`src/rtl/pixel_fetch_sequencer_pkg.sv`:
```
// Shared types for the pixel fetch sequencer: FSM state encoding and a width helper.
package pixel_fetch_sequencer_pkg;

    typedef enum logic [2:0] {
        S_IDLE,
        S_REQ,
        S_RELEASE,
        S_WAIT,
        S_DRAIN
    } state_t;

    // Minimum width that can index v entries; never returns less than 1.
    function automatic int clog2(input int v);
        int r;
        r = 0;
        while ((1 << r) < v) r++;
        return (r < 1) ? 1 : r;
    endfunction

endpackage

```
`src/rtl/pixel_fetch_sequencer_if.sv`:
```
// Arbiter channel (req/rdy) and pixel output stream (valid/ready) of the fetch sequencer.
interface pixel_fetch_sequencer_if #(
    parameter int ADDRESS_WIDTH = 8,
    parameter int DATA_WIDTH    = 8
);
    logic                     data_req;
    logic [ADDRESS_WIDTH-1:0] data_addr;
    logic [DATA_WIDTH-1:0]    data_in;
    logic                     data_rdy;
    logic                     out_valid;
    logic [DATA_WIDTH-1:0]    out_data;
    logic                     out_last;
    logic                     out_ready;

    modport master (
        output data_req, data_addr, out_valid, out_data, out_last,
        input  data_in, data_rdy, out_ready
    );

    modport slave (
        input  data_req, data_addr, out_valid, out_data, out_last,
        output data_in, data_rdy, out_ready
    );
endinterface

```
`src/rtl/pixel_fetch_sequencer_fifo.sv`:
```
// Synchronous FIFO with flush; pointers carry a wrap bit to separate full from empty.
module pixel_fetch_sequencer_fifo
    import pixel_fetch_sequencer_pkg::*;
#(
    parameter int WIDTH = 9,
    parameter int DEPTH = 4
) (
    input  logic             clk_i,
    input  logic             rst_ni,
    input  logic             flush_i,
    input  logic             push_i,
    input  logic [WIDTH-1:0] din_i,
    input  logic             pop_i,
    output logic [WIDTH-1:0] dout_o,
    output logic             full_o,
    output logic             empty_o
);
    localparam int AW = clog2(DEPTH);

    logic [WIDTH-1:0] mem_q [DEPTH];
    logic [AW:0]      wr_q, wr_d, rd_q, rd_d;
    logic             do_push, do_pop;

    assign empty_o = (wr_q == rd_q);
    assign full_o  = (wr_q[AW] != rd_q[AW]) && (wr_q[AW-1:0] == rd_q[AW-1:0]);
    assign dout_o  = mem_q[rd_q[AW-1:0]];
    assign do_push = push_i && !full_o;
    assign do_pop  = pop_i && !empty_o;

    always_comb begin
        wr_d = wr_q;
        rd_d = rd_q;
        if (flush_i) begin
            wr_d = '0;
            rd_d = '0;
        end else begin
            if (do_push) wr_d = wr_q + (AW+1)'(1);
            if (do_pop)  rd_d = rd_q + (AW+1)'(1);
        end
    end

    always_ff @(posedge clk_i or negedge rst_ni) begin
        if (!rst_ni) begin
            wr_q <= '0;
            rd_q <= '0;
        end else begin
            wr_q <= wr_d;
            rd_q <= rd_d;
        end
    end

    always_ff @(posedge clk_i) begin
        if (do_push && !flush_i) mem_q[wr_q[AW-1:0]] <= din_i;
    end
endmodule

```
`src/rtl/pixel_fetch_sequencer.sv`:
```
// Fetches NUM_PIXELS words from BASE_ADDR through one arbiter channel into a stream FIFO.
// Optional watchdog on a stalled request: define PIXEL_FETCH_TIMEOUT_EN.
module pixel_fetch_sequencer
    import pixel_fetch_sequencer_pkg::*;
#(
    parameter int                       ADDRESS_WIDTH  = 8,
    parameter int                       DATA_WIDTH     = 8,
    parameter logic [ADDRESS_WIDTH-1:0] BASE_ADDR      = '0,
    parameter int                       NUM_PIXELS     = 60,
    parameter int                       FIFO_DEPTH     = 4,
    parameter int                       TIMEOUT_CYCLES = 255
) (
    input  logic                    clk_i,
    input  logic                    rst_ni,
    input  logic                    start_i,
    output logic                    busy_o,
    output logic                    done_o,
    output logic                    err_o,
    pixel_fetch_sequencer_if.master bus_io
);
`ifdef PIXEL_FETCH_TIMEOUT_EN
    localparam bit TMO_EN = 1'b1;
`else
    localparam bit TMO_EN = 1'b0;
`endif
    localparam int            CW      = clog2(NUM_PIXELS + 1);
    localparam int            TW      = clog2(TIMEOUT_CYCLES + 1);
    localparam logic [CW-1:0] NUM_C   = CW'(NUM_PIXELS);
    localparam logic [TW-1:0] TMO_LIM = TW'(TIMEOUT_CYCLES - 1);

    state_t                   state_q, state_d;
    logic [ADDRESS_WIDTH-1:0] addr_q, addr_d;
    logic [CW-1:0]            cnt_q, cnt_d;
    logic [TW-1:0]            tmo_q, tmo_d;
    logic                     done_q, done_d;
    logic                     err_q, err_d;
    logic                     flush, push, pop, last_pop;
    logic                     fifo_full, fifo_empty;
    logic [DATA_WIDTH:0]      head;

    assign push     = (state_q == S_REQ) && bus_io.data_rdy;
    assign pop      = bus_io.out_valid && bus_io.out_ready;
    assign last_pop = pop && bus_io.out_last;

    pixel_fetch_sequencer_fifo #(
        .WIDTH (DATA_WIDTH + 1),
        .DEPTH (FIFO_DEPTH)
    ) u_fifo (
        .clk_i   (clk_i),
        .rst_ni  (rst_ni),
        .flush_i (flush),
        .push_i  (push),
        .din_i   ({cnt_q == NUM_C - CW'(1), bus_io.data_in}),
        .pop_i   (pop),
        .dout_o  (head),
        .full_o  (fifo_full),
        .empty_o (fifo_empty)
    );

    assign bus_io.data_req  = (state_q == S_REQ);
    assign bus_io.data_addr = addr_q;
    assign bus_io.out_valid = !fifo_empty;
    assign bus_io.out_data  = head[DATA_WIDTH-1:0];
    // The last flag travels with the word; also require the fetch count to be complete.
    assign bus_io.out_last  = !fifo_empty && head[DATA_WIDTH] && (cnt_q == NUM_C);
    assign busy_o           = (state_q != S_IDLE);
    assign done_o           = done_q;
    assign err_o            = TMO_EN ? err_q : 1'b0;

    always_comb begin
        state_d = state_q;
        addr_d  = addr_q;
        cnt_d   = cnt_q;
        tmo_d   = '0;
        done_d  = 1'b0;
        err_d   = err_q;
        flush   = 1'b0;
        unique case (state_q)
            S_IDLE: if (start_i) begin
                addr_d  = BASE_ADDR;
                cnt_d   = '0;
                err_d   = 1'b0;
                state_d = S_REQ;
            end
            S_REQ: if (bus_io.data_rdy) begin
                addr_d  = addr_q + ADDRESS_WIDTH'(1);
                cnt_d   = cnt_q + CW'(1);
                state_d = S_RELEASE;
            end else if (TMO_EN) begin
                tmo_d = tmo_q + TW'(1);
                if (tmo_q == TMO_LIM) begin
                    flush   = 1'b1;
                    err_d   = 1'b1;
                    state_d = S_IDLE;
                end
            end
            // The final word can already be popped here when the consumer is fast.
            S_RELEASE: begin
                if (last_pop) begin
                    done_d  = 1'b1;
                    state_d = S_IDLE;
                end else if (cnt_q == NUM_C) state_d = S_DRAIN;
                else if (fifo_full)          state_d = S_WAIT;
                else                         state_d = S_REQ;
            end
            S_WAIT: if (!fifo_full) state_d = S_REQ;
            S_DRAIN: if (last_pop) begin
                done_d  = 1'b1;
                state_d = S_IDLE;
            end
            default: state_d = S_IDLE;
        endcase
    end

    always_ff @(posedge clk_i or negedge rst_ni) begin
        if (!rst_ni) begin
            state_q <= S_IDLE;
            addr_q  <= '0;
            cnt_q   <= '0;
            tmo_q   <= '0;
            done_q  <= 1'b0;
            err_q   <= 1'b0;
        end else begin
            state_q <= state_d;
            addr_q  <= addr_d;
            cnt_q   <= cnt_d;
            tmo_q   <= tmo_d;
            done_q  <= done_d;
            err_q   <= err_d;
        end
    end
endmodule

```
`src/flat_wrapper.sv`:
```
// flat-port wrapper written by rule: the top's interface ports become plain ports
module pixel_fetch_sequencer_flat import pixel_fetch_sequencer_pkg::*;
#(
    parameter int                       ADDRESS_WIDTH  = 8,
    parameter int                       DATA_WIDTH     = 8,
    parameter logic [ADDRESS_WIDTH-1:0] BASE_ADDR      = '0,
    parameter int                       NUM_PIXELS     = 60,
    parameter int                       FIFO_DEPTH     = 4,
    parameter int                       TIMEOUT_CYCLES = 255
)
  (clk_i, rst_ni, start_i, busy_o, done_o, err_o, bus_io_data_req, bus_io_data_addr, bus_io_out_valid, bus_io_out_data, bus_io_out_last, bus_io_data_in, bus_io_data_rdy, bus_io_out_ready);
  pixel_fetch_sequencer_if #(.ADDRESS_WIDTH(ADDRESS_WIDTH), .DATA_WIDTH(DATA_WIDTH)) bus_io_i ();
  input  logic clk_i;
  input  logic rst_ni;
  input  logic start_i;
  output logic busy_o;
  output logic done_o;
  output logic err_o;
  output wire logic [$bits(bus_io_i.data_req)-1:0] bus_io_data_req;
  output wire logic [$bits(bus_io_i.data_addr)-1:0] bus_io_data_addr;
  output wire logic [$bits(bus_io_i.out_valid)-1:0] bus_io_out_valid;
  output wire logic [$bits(bus_io_i.out_data)-1:0] bus_io_out_data;
  output wire logic [$bits(bus_io_i.out_last)-1:0] bus_io_out_last;
  input wire logic [$bits(bus_io_i.data_in)-1:0] bus_io_data_in;
  input wire logic [$bits(bus_io_i.data_rdy)-1:0] bus_io_data_rdy;
  input wire logic [$bits(bus_io_i.out_ready)-1:0] bus_io_out_ready;
  assign bus_io_data_req = bus_io_i.data_req;
  assign bus_io_data_addr = bus_io_i.data_addr;
  assign bus_io_out_valid = bus_io_i.out_valid;
  assign bus_io_out_data = bus_io_i.out_data;
  assign bus_io_out_last = bus_io_i.out_last;
  assign bus_io_i.data_in = bus_io_data_in;
  assign bus_io_i.data_rdy = bus_io_data_rdy;
  assign bus_io_i.out_ready = bus_io_out_ready;
  pixel_fetch_sequencer #(.ADDRESS_WIDTH(ADDRESS_WIDTH), .DATA_WIDTH(DATA_WIDTH), .BASE_ADDR(BASE_ADDR), .NUM_PIXELS(NUM_PIXELS), .FIFO_DEPTH(FIFO_DEPTH), .TIMEOUT_CYCLES(TIMEOUT_CYCLES)) u_core (.clk_i(clk_i), .rst_ni(rst_ni), .start_i(start_i), .busy_o(busy_o), .done_o(done_o), .err_o(err_o), .bus_io(bus_io_i));
endmodule
```
`config.mk`:
```
export PLATFORM = sky130hd
export DESIGN_NAME = pixel_fetch_sequencer_flat
export DESIGN_NICKNAME = d
export VERILOG_FILES = /design/src/rtl/pixel_fetch_sequencer_pkg.sv /design/src/rtl/pixel_fetch_sequencer_if.sv /design/src/rtl/pixel_fetch_sequencer_fifo.sv /design/src/rtl/pixel_fetch_sequencer.sv /design/src/flat_wrapper.sv
export SDC_FILE = /design/constraint.sdc
export NUM_CORES = 1
export LEC_CHECK = 0
export CORE_MARGIN = 2
export CORE_UTILIZATION = 59
export CTS_CLUSTER_DIAMETER = 120
export DETAILED_ROUTE_END_ITERATION = 7
export HOLD_SLACK_MARGIN = 0.12
export PLACE_DENSITY = 0.89
export SLEW_MARGIN = 15
export SYNTH_ARGS = -nofsm -noshare
export SYNTH_HDL_FRONTEND = slang
export SYNTH_SLANG_ARGS = --single-unit
```
`constraint.sdc`:
```
create_clock -name clk_i -period 3.4 [get_ports clk_i]
set_input_delay 0.85 -clock clk_i [delete_from_list [all_inputs] [get_ports clk_i]]
set_output_delay 0.85 -clock clk_i [all_outputs]
set_load 0.02 [all_outputs]
```
; Yosys cells after proc, flatten, opt, wreduce, memory -nomap -nowiden
; Memory sizes are Yosys's and may differ from the RTL's.
; Cells that the tools add are included.
[word_totals]
ff_bits = 24
mem_bits_rw = 36
inputBits = 13
output_inout_bits = 22
elab_cells = 58
n_memories = 1
[mem_list]
columns = memory, depth, width, read_ports, rd_ports_with_merged_regs, write_ports, line_no
row1 = u_core.u_fifo.mem_q, 4, 9, 1, 0, 1, pixel_fetch_sequencer_fifo.sv:20  ; logic [WIDTH-1:0] mem_q [DEPTH];
[op_classes]
add_sub_neg = 4
n_eq_ne = 13
muxes = 18
n_reduce_logical = 16
[op_table]
columns = op, count
row1 = 2-to-1 mux 3 bit, 6
row2 = 2-to-1 mux 8 bit, 2
row3 = one-hot mux 8 bit (2 select lines), 1
row4 = one-hot mux 3 bit (5 select lines), 1
row5 = equality test 6 bit (second input constant), 2
row6 = 2-to-1 mux 6 bit, 2
row7 = one-hot mux 6 bit (2 select lines), 1
row8 = adder 8 x 1 -> 8 bit (second input constant), 1
row9 = logical AND 1 bit, 8
row10 = adder 3 x 1 -> 3 bit (second input constant), 2
row11 = adder 6 x 1 -> 6 bit (second input constant), 1
row12 = equality test 3 x 2 -> 1 bit (second input constant), 2
row13 = 2-to-1 mux 1 bit, 4
row14 = inequality test 2 x 1 -> 1 bit (second input constant), 2
row15 = inequality test 2 bit (second input constant), 2
row16 = AND reduction 4 bit, 1
row17 = equality test 3 x 1 -> 1 bit (second input constant), 1
row18 = equality test 3 bit, 1
row19 = equality test 3 bit (second input constant), 1
row20 = logical NOT 3 bit, 1
row21 = AND reduction 3 bit, 1
row22 = nonzero test 3 bit, 1
row23 = equality test 2 bit, 1
row24 = logical NOT 1 bit, 2
row25 = 4 further kinds, 4

; Longest topological paths before layout
; Gate-level depths: netlist (run 1).
[logic_depth]
depth_word = 7
ltp_mapped = 5
ltp_nobuf = 5

; Modules after synthesis
; Synthesis (run 1) repeated with hierarchy kept, for this count alone.
[hier_totals]
hier_cells = 225
hier_area_um2 = 2915.3
[modules_own_cells]
columns = mod, instances, cells_each, area_each_um2, seq_area_each_um2
row1 = pixel_fetch_sequencer_fifo, 1, 111, 1853.0, 1231.2
row2 = pixel_fetch_sequencer, 1, 114, 1062.3, 450.4

; Worst setup path before layout (run 1)
; Ideal clock, no wire load.
[synth_timing]
path_kind = flip-flop to output port
startpoint = register u_core.u_fifo.rd_q[0]
endpoint = output port bus_io_out_last
arrival_time_ns = 1.387
t_required_ns = 2.550
setup_slack_ns = 1.163
path_stages_with_launch = 5
path_buffers = 1
cell_sequence = dfrtp_1 buf_6 xnor2_4 nand3_1 and3_1
[synth_between]
elab_chain_cells = 4
word_cells_on_any_way = 5
cone_classes = eq/ne (1) / reduce/logical (3) / memory (1)
[synth_lines]
columns = element, line_no
row1 = from (decl), pixel_fetch_sequencer_fifo.sv:21  ; logic [AW:0] wr_q, wr_d, rd_q, rd_d;
row2 = from (signal assigned), pixel_fetch_sequencer_fifo.sv:48  ; rd_q <= rd_d;
row3 = equality test 3 bit, pixel_fetch_sequencer_fifo.sv:24  ; assign empty_o = (wr_q == rd_q);
row4 = logical NOT 1 bit, n/a
row5 = via bus_io_out_valid, flat_wrapper.sv:21  ; output wire logic [$bits(bus_io_i.out_valid)-1:0] bus_io_out_valid;
row6 = logical AND 1 bit (2 in a row), pixel_fetch_sequencer.sv:65  ; assign bus_io.out_last = !fifo_empty && head[DATA_WIDTH] && (cnt_q == NUM_C);
row7 = to (decl), flat_wrapper.sv:23  ; output wire logic [$bits(bus_io_i.out_last)-1:0] bus_io_out_last;
; The timed path passes the listed nets, and every way through them passes these cells.

; Worst setup path after layout (run 1)
[layout_timing]
startpoint = register u_core.u_fifo.rd_q[0]
endpoint = output port bus_io_out_last
[layout_between]
elab_chain_cells = 4
word_cells_on_any_way = 5
cone_classes = eq/ne (1) / reduce/logical (3) / memory (1)
[layout_lines]
columns = element, line_no
row1 = "parallel branches: the longest is 2 deep, another holds memory (4 x 9 bit)", n/a
row2 = logical AND 1 bit * (2 in a row), pixel_fetch_sequencer.sv:65
; Every way passes the cells marked *.

==> impl_summary.txt, run 1 <==
----------------------------------------------------
[STA]
  Final hold violation count ... 0
  Transition time at the pin with the least slew margin ... 658.6 ps
  Rel. slew slack ... 55.76%
  RSZ-0062 raised after global routing ... false
  Final critical-path required period ... 3201 ps
  Highest clock rate ... 312.4 MHz
  Period Utilization, post-route ... 94.16%
  Final Worst Setup Slack ... 198.6 ps
  Setup Viol. Count Final ... 0
  Max Slew Vio Count ... 0
  Skew final ... 9.983 ps
  TNS Setup ... 0 ps

[Min path]
  Type of the most critical hold path ... reg2reg
  Hold-critical path depth ... 1
  Hold_sp ... u_core.bus_io.data_addr[6]
  Hold Path End ... u_core.bus_io.data_addr[6]

[Synth]
  Syn Inst Count ... 190
  Top-area cell type share of the netlist area ... 38.23%
  Seq cells post-synth ... 60
  Synthesized Nets ... 211
  Post-synthesis sequential area ratio ... 59.47%
  Cell types occupying the most area after synthesis ... sky130_fd_sc_hd__edfxtp_1 38%, sky130_fd_sc_hd__dfrtp_1 21%, sky130_fd_sc_hd__mux4_1 7.4%, sky130_fd_sc_hd__ha_1 3.5%, sky130_fd_sc_hd__inv_1 1.6%
  EDFF count, synth ... 36
  Mean instance size in the synthesized netlist ... 14.88 um2
  Share of flip-flops with an asynchronous set or reset after synthesis ... 40.00%
  Unique masters post-synth ... 53
  YS warnings ... 0
  Largest area contributor in the synthesized netlist ... sky130_fd_sc_hd__edfxtp_1
  Summed instance area of the synthesized netlist ... 0.002828 mm2
  Leading register cell type out of synthesis ... sky130_fd_sc_hd__edfxtp_1

[Placed design]
  Number of buffer cells added on primary ports ... 33
  Post-DP HPWL ... 3713 um
  Routability cong. ... 0.8299
  Worst setup slack before clock tree synthesis ... 571.5 ps

[Critical path]
  Worst-case register-to-register setup slack ... 1270 ps
  Delay of the slowest cell on the worst path ... 560 ps
  Count of cells along the worst register-to-register path ... 4
  Launching element type of the critical path ... register
  Crit path buf inv count ... 2
  Critical register-to-register path endpoint ... u_core.u_fifo.mem_q[1][6]
  Maximum fanout along the worst path ... 10
  Origin of the critical flop-to-flop path ... u_core.u_fifo.rd_q[0]
  Worst EP required ... 2550 ps
  Worst path top cell family by delay ... buffers and inverters
  Crit path arrival time ... 2350 ps
  Worst setup path class ... reg2out
  Cell Chain, Critical Path ... buf_4 > xnor2_4 > nand3_1 > and3_1 > clkdlybuf4s50_1
  Type of element capturing the critical path ... output pin
  Critical path's slowest cell ... sky130_fd_sc_hd__dfrtp_1

[CTS]
  Cts hold-fix bufs ... 0
  Setup bufs post-CTS ... 0
  Total number of clock tree sinks ... 60
  Max clock buf depth ... 2
  H-tree depth reported by CTS ... 3
  Skew-Pair Late Insertion Delay ... 330 ps
  Clk pin slew, worst setup/hold paths ... 70 ps
  Root Buffer ... sky130_fd_sc_hd__clkbuf_8
  Number of resized instances in the post-cts repair step ... 0
  Clock tree from TritonCTS ... yes
  Inserted Clock Buffers ... 9

[Routing]
  Antenna Nets Post-Route ... 0
  First-pass detailed-route iteration total ... 4
  Routed length per instance ... 19.06 um
  Detailed-route DRC error count ... 0
  First DRT Iteration DRCs ... 166
  Total routed wirelength ... 5469 um
  Vias/cell ... 6.265
  Vias ... 1798

[Final layout]
  Share of post-route cells with drive strength above 1 ... 12.02%
  # diodes ... 0
  Final-stage net count ... 249
  Synthesis-to-layout area growth ... 18.72%
  Core utilization of the finished layout ... 72.03%

[Power and ir drop]
  Clk pwr share ... 19.1%
  Worst-case vdd ir drop ... 438.1 uV
  Internal cell power ... 0.001739 W
  Net Sw Power ... 0.001081 W
  Combinational power share ... 40.3%
  Switching share of total power ... 38.33%
  PwrDens ... 839.9 mW/mm2
  Part of the total power dissipated in sequential elements ... 40.6%
  Leakage component of the power ... 1.280 nW

[Global routing]
  Global-route total usage across every layer ... 22.62%
  Antenna violations before repair ... 0
  Maximum number of pins on one net before global-route repair ... 25
  Grt total ovfl ... 0
  Global-route wire length before repair ... 8597 um
  Vias in the first global route ... 1743

[Outcome]
  Result of the run ... finished, final reports clean

[Die]
  Floorplan die height ... 73.23 um
  IO Count ... 35
  Area of the core ... 0.004661 mm2
  Number of standard-cell rows in the floorplan ... 25
  Starting density of the core ... 60.67%
  Chip Width ... 73.23 um
  Die Footprint ... 0.005363 mm2

[Flow run]
  Max-cap violations ... 0

----------------------------------------------------
-- registers in the layout (all words and copies together) (netlist names) --
name                     count
u_core.u_fifo.wr_q           3
u_core.done_o                1
u_core.bus_io.data_addr      8
u_core.u_fifo.mem_q         36
u_core.cnt_q                 6
u_core.u_fifo.rd_q           3
u_core.state_q               3
-- layer usage --
metal | track usage, % | part of all wire [%] | vias to the layer above
li1 | - | - | 811
met4 | 9.259 | 1.8 | 0
met5 | 0 | 0 | -
met2 | 37.54 | 54 | 61
met3 | 7.320 | 4.4 | 12
met1 | 27.27 | 40 | 914
-- cell families (layout without fill, tap and decap cells) --
kind of cell | count (synthesis) | after routing | synth area share (%)
AOI/OAI and AO/OA | 29 | 29 | 8.452
xor gates and xnor gates | 9 | 9 | 3.983
adders and majority gates | 8 | 8 | 3.540
buffers and inverters | 20 | 63 | 3.407
DFF | 60 | 60 | 59.47
muxes | 14 | 14 | 10.22
other | 1 | 1 | 0.1326
and+or+nand+nor | 49 | 49 | 10.80
-- area by class of cell --
type                    instances  area (um2)
flip-flops and latches         60        1682
fillers                       286        1304
multi-input cells             110        1050
repair buffers                 35       345.3
clock buffers                   9       123.9
well taps                      54       67.56
inverters                      12       45.04
clock inverters                 7       43.79
-- how the worst max path moves through the flow --
stage                                  to  cells past startpoint                   from  slack, ps
after floorplan           bus_io_out_last                      4  u_core.u_fifo.rd_q[0]       1160
after global placement    bus_io_out_last                      3  u_core.u_fifo.rd_q[0]        580
after detailed placement  bus_io_out_last                      5  u_core.u_fifo.rd_q[0]        570
after CTS                 bus_io_out_last                      5  u_core.u_fifo.rd_q[0]        200
after global routing      bus_io_out_last                      5  u_core.u_fifo.rd_q[0]         90
final                     bus_io_out_last                      5  u_core.u_fifo.rd_q[0]        200
-- cell usage after synthesis, drive strengths merged, types with 5 or more instances --
cell and n:
xor2 5, buf 8, a21oi 5, nand2 10, o21ai 5, dfrtp 24
mux4 9, a31oi 5, inv 12, nand3 7, ha 8, edfxtp 36
-- power by group through the flow --
| stage | Sequential, W | Combinational [W] | Clock [W] |
|---|---|---|---|
| final | 0.00115 | 0.00114 | 0.000538 |
| after floorplan | 0.00109 | 0.000804 | 0 |
| after global routing | 0.00117 | 0.00122 | 0.000575 |
| after detailed placement | 0.00116 | 0.00113 | 0 |
| after global placement | 0.00114 | 0.00108 | 0 |
| after CTS | 0.00114 | 0.00114 | 0.000540 |
-- per-stage QoR --
stage	hold slack, ps	cells	instance area (um2)	power [W]
detailed placement	526.3	271	3189	0.002286
floorplan	481.5	190	2828	0.001889
global route	554.5	287	3357	0.002965
finish	538.2	287	3357	0.002819
global placement	512.8	271	3189	0.002218
CTS	535.6	287	3357	0.002823
-- cells in the final DEF (no fill, tap or decap), types with 2 or more instances in the layout --
master and instances:
sky130_fd_sc_hd__or3_1 4, sky130_fd_sc_hd__buf_4 2, sky130_fd_sc_hd__xnor2_1 2, sky130_fd_sc_hd__clkbuf_8 9, sky130_fd_sc_hd__xor2_1 4, sky130_fd_sc_hd__and4_1 2
sky130_fd_sc_hd__nand2_1 10, sky130_fd_sc_hd__clkinv_4 2, sky130_fd_sc_hd__o21ai_0 5, sky130_fd_sc_hd__nand4_1 2, sky130_fd_sc_hd__inv_1 12, sky130_fd_sc_hd__edfxtp_1 36
sky130_fd_sc_hd__mux4_1 8, sky130_fd_sc_hd__o41ai_1 2, sky130_fd_sc_hd__nand2b_1 4, sky130_fd_sc_hd__a211oi_1 2, sky130_fd_sc_hd__nor3_1 2, sky130_fd_sc_hd__a31oi_1 3
sky130_fd_sc_hd__clkinv_1 3, sky130_fd_sc_hd__mux2i_1 3, sky130_fd_sc_hd__nand3_1 7, sky130_fd_sc_hd__clkinvlp_4 2, sky130_fd_sc_hd__a21oi_1 5, sky130_fd_sc_hd__ha_1 8
sky130_fd_sc_hd__nor2_1 4, sky130_fd_sc_hd__and3_1 2, sky130_fd_sc_hd__clkdlybuf4s50_1 33, sky130_fd_sc_hd__dfrtp_1 24, sky130_fd_sc_hd__a2111oi_0 2, sky130_fd_sc_hd__and2_2 3
Note: power is estimated with default switching activity, not from simulation.
==> run 2: changes to the inputs <==
Settings changed: SLEW_MARGIN 15 to default.
==> results of run 2 <==
Same layout as run 1: the final DEF is identical, and so are final timing and power.
